## config.mk

```make
export PLATFORM = sky130hd
export DESIGN_NAME = uart_rx_frame_controller
export DESIGN_NICKNAME = d
export VERILOG_FILES = /design/src/rtl/uart_pkg.sv /design/src/rtl/uart_frame_ram.sv /design/src/rtl/uart_rx_frame_controller.sv
export SDC_FILE = /design/constraint.sdc
export NUM_CORES = 2
export LEC_CHECK = 0
export BUFFER_PORTS_ARGS = -buffer_cell sky130_fd_sc_hd__buf_2
export CAP_MARGIN = 10
export CORE_ASPECT_RATIO = 1.5
export CORE_UTILIZATION = 40
export CTS_CLUSTER_SIZE = 16
export DETAILED_ROUTE_END_ITERATION = 10
export PLACE_DENSITY = 0.52
export SLEW_MARGIN = 40
export SYNTH_ARGS = -nofsm -noshare
export SYNTH_HDL_FRONTEND = slang
export SYNTH_SLANG_ARGS = --single-unit
export TNS_END_PERCENT = 50
```

## constraint.sdc

```tcl
create_clock -name clk -period 2.8 [get_ports clk]
set_input_delay 0.28 -clock clk [delete_from_list [all_inputs] [get_ports clk]]
set_output_delay 0.28 -clock clk [all_outputs]
set_load 0.05 [all_outputs]
```

## src/rtl/uart_pkg.sv

```systemverilog
// Shared state encoding and error-bit positions for the UART receive frame controller.
package uart_pkg;

   typedef enum logic [1:0] {
      ST_IDLE = 2'd0,
      ST_RECV = 2'd1,
      ST_DONE = 2'd2
   } frameState_t;

   localparam int ERR_PARITY   = 0;
   localparam int ERR_OVERFLOW = 1;
   localparam int ERR_BREAK    = 2;
   localparam int ERR_TOO_LONG = 3;
   localparam int ERR_W        = 4;

endpackage

```

## src/rtl/uart_frame_ram.sv

```systemverilog
// Simple dual-port frame buffer: synchronous write, registered read with a clear
// so an out-of-range read presents zero instead of stale data.
module uart_frame_ram #(
   parameter int DEPTH  = 256,
   parameter int ADDR_W = $clog2(DEPTH),
   parameter int DATA_W = 9
) (
   input  logic              clk,
   input  logic              rst,
   input  logic              wrEn,
   input  logic [ADDR_W-1:0] wrAddr,
   input  logic [DATA_W-1:0] wrData,
   input  logic              rdEn,
   input  logic              rdClr,
   input  logic [ADDR_W-1:0] rdAddr,
   output logic [DATA_W-1:0] rdData
);

   logic [DATA_W-1:0] mem [DEPTH];

   always_ff @(posedge clk) begin
      if (wrEn) mem[wrAddr] <= wrData;
   end

   always_ff @(posedge clk) begin
      if (rst || rdClr) rdData <= '0;
      else if (rdEn)    rdData <= mem[rdAddr];
   end

endmodule

```

## src/rtl/uart_rx_frame_controller.sv

```systemverilog
// Drains UartReceiver into a frame buffer, closes the frame on the rising edge of
// line silence, and holds the frame with length/error flags until the host acks it.
module uart_rx_frame_controller
   import uart_pkg::*;
#(
   parameter int DEPTH  = 256,
   parameter int ADDR_W = $clog2(DEPTH)
) (
   input  logic            clk,
   input  logic            rst,
   input  logic            enable,
   input  logic [8:0]      rx_data,
   input  logic            rx_valid,
   input  logic            rx_parity_err,
   input  logic            rx_overflow,
   input  logic            rx_break,
   input  logic            rx_silence,
   output logic            rx_req,
   output logic            frame_ready,
   output logic [ADDR_W:0] frame_len,
   output logic [3:0]      frame_err,
   input  logic            rd_en,
   output logic [8:0]      rd_data,
   input  logic            frame_ack
);

   localparam logic [ADDR_W:0] FULL = (ADDR_W+1)'(DEPTH);

   frameState_t     state, nextState;
   logic            reqQ, silenceQ, ovfPending;
   logic [ADDR_W:0] count, rdPtr;
   logic [3:0]      errFlags;
   logic            pop, storeEn, silenceRise, readReq, readStep, readEnd;

   // reqQ blocks a second pop while the receiver is still dropping rx_valid
   assign pop         = !rst && (state != ST_DONE) && enable && rx_valid && !reqQ;
   assign storeEn     = pop && (count != FULL);
   assign silenceRise = rx_silence && !silenceQ;
   assign readReq     = (state == ST_DONE) && rd_en && !frame_ack;
   assign readStep    = readReq && (rdPtr != count);
   assign readEnd     = readReq && (rdPtr == count);

   assign rx_req      = pop;
   assign frame_ready = (state == ST_DONE);
   assign frame_len   = frame_ready ? count : '0;
   assign frame_err   = frame_ready ? errFlags : '0;

   always_ff @(posedge clk) begin
      if (rst) state <= ST_IDLE;
      else     state <= nextState;
   end

   always_comb begin
      nextState = state;
      case (state)
         ST_IDLE: if (enable && pop) nextState = ST_RECV;
         ST_RECV: begin
            if (!enable)         nextState = ST_IDLE;
            else if (silenceRise) nextState = ST_DONE;
         end
         ST_DONE: if (frame_ack) nextState = ST_IDLE;
         default: nextState = ST_IDLE;
      endcase
   end

   always_ff @(posedge clk) begin
      if (rst) begin
         reqQ       <= 1'b0;
         silenceQ   <= 1'b0;
         ovfPending <= 1'b0;
         count      <= '0;
         rdPtr      <= '0;
         errFlags   <= '0;
      end else begin
         reqQ     <= pop;
         silenceQ <= rx_silence;
         if (state == ST_DONE) begin
            if (frame_ack) begin
               count                  <= '0;
               rdPtr                  <= '0;
               errFlags               <= '0;
               errFlags[ERR_OVERFLOW] <= ovfPending | rx_overflow;
               ovfPending             <= 1'b0;
            end else begin
               // overflow while the host owns the frame belongs to the next one
               if (rx_overflow) ovfPending <= 1'b1;
               if (readStep)    rdPtr      <= rdPtr + 1'b1;
            end
         end else if (!enable) begin
            count    <= '0;
            rdPtr    <= '0;
            errFlags <= '0;
         end else begin
            if (pop) begin
               if (storeEn) count <= count + 1'b1;
               else         errFlags[ERR_TOO_LONG] <= 1'b1;
               if (rx_parity_err) errFlags[ERR_PARITY] <= 1'b1;
            end
            if (rx_overflow)                      errFlags[ERR_OVERFLOW] <= 1'b1;
            if (rx_break && (state == ST_RECV))   errFlags[ERR_BREAK]    <= 1'b1;
         end
      end
   end

   uart_frame_ram #(
      .DEPTH  (DEPTH),
      .ADDR_W (ADDR_W),
      .DATA_W (9)
   ) frameRam (
      .clk    (clk),
      .rst    (rst),
      .wrEn   (storeEn),
      .wrAddr (count[ADDR_W-1:0]),
      .wrData (rx_data),
      .rdEn   (readStep),
      .rdClr  (readEnd),
      .rdAddr (rdPtr[ADDR_W-1:0]),
      .rdData (rd_data)
   );

endmodule

```

==> summary.txt <==
Worst-Margin Slew: 888 ps
Leading area contributor after synthesis: edfxtp_1
Synthesized area: 0.0916 mm²
Layout cell share with drive strength beyond 1: 33.3%
Cells after DPL: 8,070
Overflow left after global routing: 0
Clk sinks: 2,340
Final HPWL DP: 177,000 µm
Die area: 0.231 mm²
Fin. Hold Viols: 0
Hold Slack: 55.8 ps
Min-Delay Path Class: in2reg
Fmax: 0.313 GHz
Via density: 5.63
Global placer's final weighted congestion: 0.879
CTS tree: done
RSZ-0062 raised after global routing: yes
PwrDens: 635 mW/mm²
Post-synth cell types: 71
Final Cycle Share: 114%
Vias in the first global route: 49.4k
Initial antenna violation count: 12
EDFF count, synth: 2,304
Slew headroom: 40.8%
Die H: 588 µm
Seq cells post-synth: 2,340
IO Count: 43
Worst Skew: 54.2 ps
Cells after Synth: 4,461
Register area share after synthesis: 76.3%
Max-slew violation count: 0
IO Port Bufs: 42
Async set or reset register ratio after synthesis: 0%
Startpoint types: flip-flop
Starting Density: 40.4%
Fin worst setup slack: -400 ps
Clk slew on worst S/H paths: 70 ps
Crit path DAT: 3950 ps
Iteration count of the initial detailed-routing pass: 8
Clock Latency Late Sink: 870 ps
Share of the synthesized area in the top cell type: 75.5%
Total global-route track usage: 23.4%
Failing checks: negative setup slack
Largest net degree at the start of global routing: 94
DR iter-0 viols: 4,716
R2R depth: 12
Leak: 34.5 nW
WS Path Type: reg2reg
Avg Inst Size Synth: 20.5 µm²
Synthesis-to-layout area growth: 19.8%
ANT nets after route: 0
Fin crit period: 3200 ps
R2r setup slk: -400 ps
Top post-synthesis cells by count: edfxtp_1 (2,304), mux4_2 (484), nor2_1 (334)
DR vias: 48.1k
Critical Path Sink: frameRam.rdData[6]
DRT Wirelength: 270,000 µm
Worst EP required: 3550 ps
Critical path fanouts, max: 10
Setup TNS: -2950 ps
Most numerous cell in the Yosys netlist: edfxtp_1
Setup-failing EPs final: 9
Width of the die: 393 µm
Routed length per placed instance: 31.6 µm
Max_cap viols: 0
CTS Buf Count: 217
Max VDD drop: 0.000679 V
Post-Syn Nets: 4,485
Core area: 0.227 mm²
Rows: 214
Most common flop cell mapped by yosys: edfxtp_1
Synth Warn #: 0
First-pass GRT wire length: 382,000 µm
Critical path startpoint: rdPtr[0]
Outcome: finished with violations
Dominant cells by area after synthesis: edfxtp_1 (75%), mux4_2 (12%), mux2i_1 (3.0%)
CP Capture Type: flip-flop
Post-Layout Cell Count: 8,534
Reg2reg end: frameRam.rdData[6]
H-Tree Level Count: 4
Root buffer cell: clkbuf_16
Post-route DRC violation count: 0
Nets: 5,356
Reg-to-reg startpoint: rdPtr[0]
Max Buffers Root-to-Sink: 4
per-stage QoR:
| step | total power, mW | util (%) | area [µm²] | worst slack (ps) |
|---|---|---|---|---|
| floorplan | 39.3 | - | 91600 | 238 |
| global placement | 40.0 | 44.6 | 101000 | -1130 |
| detailed placement | 40.1 | 44.6 | 101000 | -980 |
| CTS | 70.3 | 48.2 | 110000 | -399 |
| global route | 71.4 | 48.3 | 110000 | -446 |
| finish | 69.7 | 48.3 | 110000 | -400 |
sequential cells by signal, indices dropped and copies added (netlist names):
name / flops
count: 9
errFlags: 4
frameRam.mem: 2304
frameRam.rdData: 9
ovfPending: 1
rdPtr: 9
reqQ: 1
silenceQ: 1
state: 2
final cells by class:
class / count / area (µm²)
Antenna cell: 1 / 2.50
Multi-Input combinational cell: 1839 / 20500
Sequential cell: 2340 / 69900
Clock inverter: 138 / 1490
Fill cell: 18988 / 117000
Timing Repair Buffer: 921 / 8330
Inverter: 13 / 56.3
Tap cell: 3024 / 3780
Clock buffer: 258 / 5700
power breakdown:
part / internal [mW] / switching [mW] / leakage [nW] / total (mW)
combinational: 0.150 / 0.717 / 9.95 / 0.867
sequential: 38.4 / 0.00533 / 21.0 / 38.4
clock: 17.4 / 13.1 / 3.52 / 30.4
total: 56.0 / 13.8 / 34.5 / 69.7
timing repair:
item / in CTS / in global routing
endpoints found under the setup margin: 9 / 97
buffers inserted: 41 / 3
hold buffers: 17 / 0
pin swaps: 10 / 4
gates resized for setup: 89 / 41
endpoints found under the hold margin: 243 / 0
cloned: 7 / 0
worst min path at each step:
stage           startpoint                    to  depth (start not counted)
2_1_floorplan    frame_ack            ovfPending                          1
4_1_cts         rx_data[2]   frameRam.mem[83][2]                          1
3_3_place_gp   errFlags[2]           errFlags[2]                          2
3_5_place_dp   errFlags[0]           errFlags[0]                          2
6_report        rx_data[8]  frameRam.mem[125][8]                          1
5_1_grt         rx_data[6]   frameRam.mem[88][6]                          1
metal layers:
layer | share of wire (%) | up-vias | track usage [%]
met5 | 0.0048 | - | 0
met3 | 5.3 | 419 | 2.78
met1 | 40 | 25797 | 30.5
met4 | 3.8 | 2 | 8.05
met2 | 51 | 1595 | 40.5
li1 | - | 20244 | -
critical path, stage by stage (launching register included):
cell     delay, ps
dfxtp_4        420
buf_16         200
buf_16         170
buf_12         130
buf_16         140
mux4_2         520
nor3_1         150
buf_4          140
o32ai_1         90
nor3_2         150
buf_4          170
nand4_1        370
o221a_1        350
cell families (layout without fill, tap and decap cells):
| kind of cell | after synthesis | in the layout | synth area share (%) |
|---|---|---|---|
| flops | 2340 | 2340 | 76.3 |
| mux | 788 | 788 | 15.3 |
| simple gates | 619 | 619 | 2.97 |
| compound gates | 405 | 405 | 3.21 |
| buf+inv | 282 | 1330 | 1.92 |
| xor+xnor | 22 | 22 | 0.210 |
| fa+ha+maj | 5 | 5 | 0.0683 |
| other cells | 0 | 1 | 0 |
layout by cell type (no fill, tap or decap), drive strengths merged, types with 7 or more instances in the layout:
master       netlist  final
clkinvlp           0     13
o211ai            12     12
nand3             37     37
inv               11     15
nor2             334    334
dlygate4sd3        0     17
mux4             490    490
buf              152    891
nand4             16     16
a221o             16     16
o22ai             18     18
and2              16     16
a21oi             68     68
o31ai              8      8
clkbuf           117    265
a31oi             21     21
a22oi             58     58
o2111ai            8      8
clkinv             2     92
xnor2             18     18
o21ai             44     44
nor2b             21     21
dfxtp             36     36
a211oi            27     27
nor3              25     25
nand2b            16     16
a311oi             8      8
o221ai            10     10
nand2            109    109
edfxtp          2304   2304
mux2i            279    279
bufinv             0     31
nor4              11     11
a221oi            69     69
nor3b              7      7
mux2              19     19
Note: power is estimated with default switching activity, not from simulation.
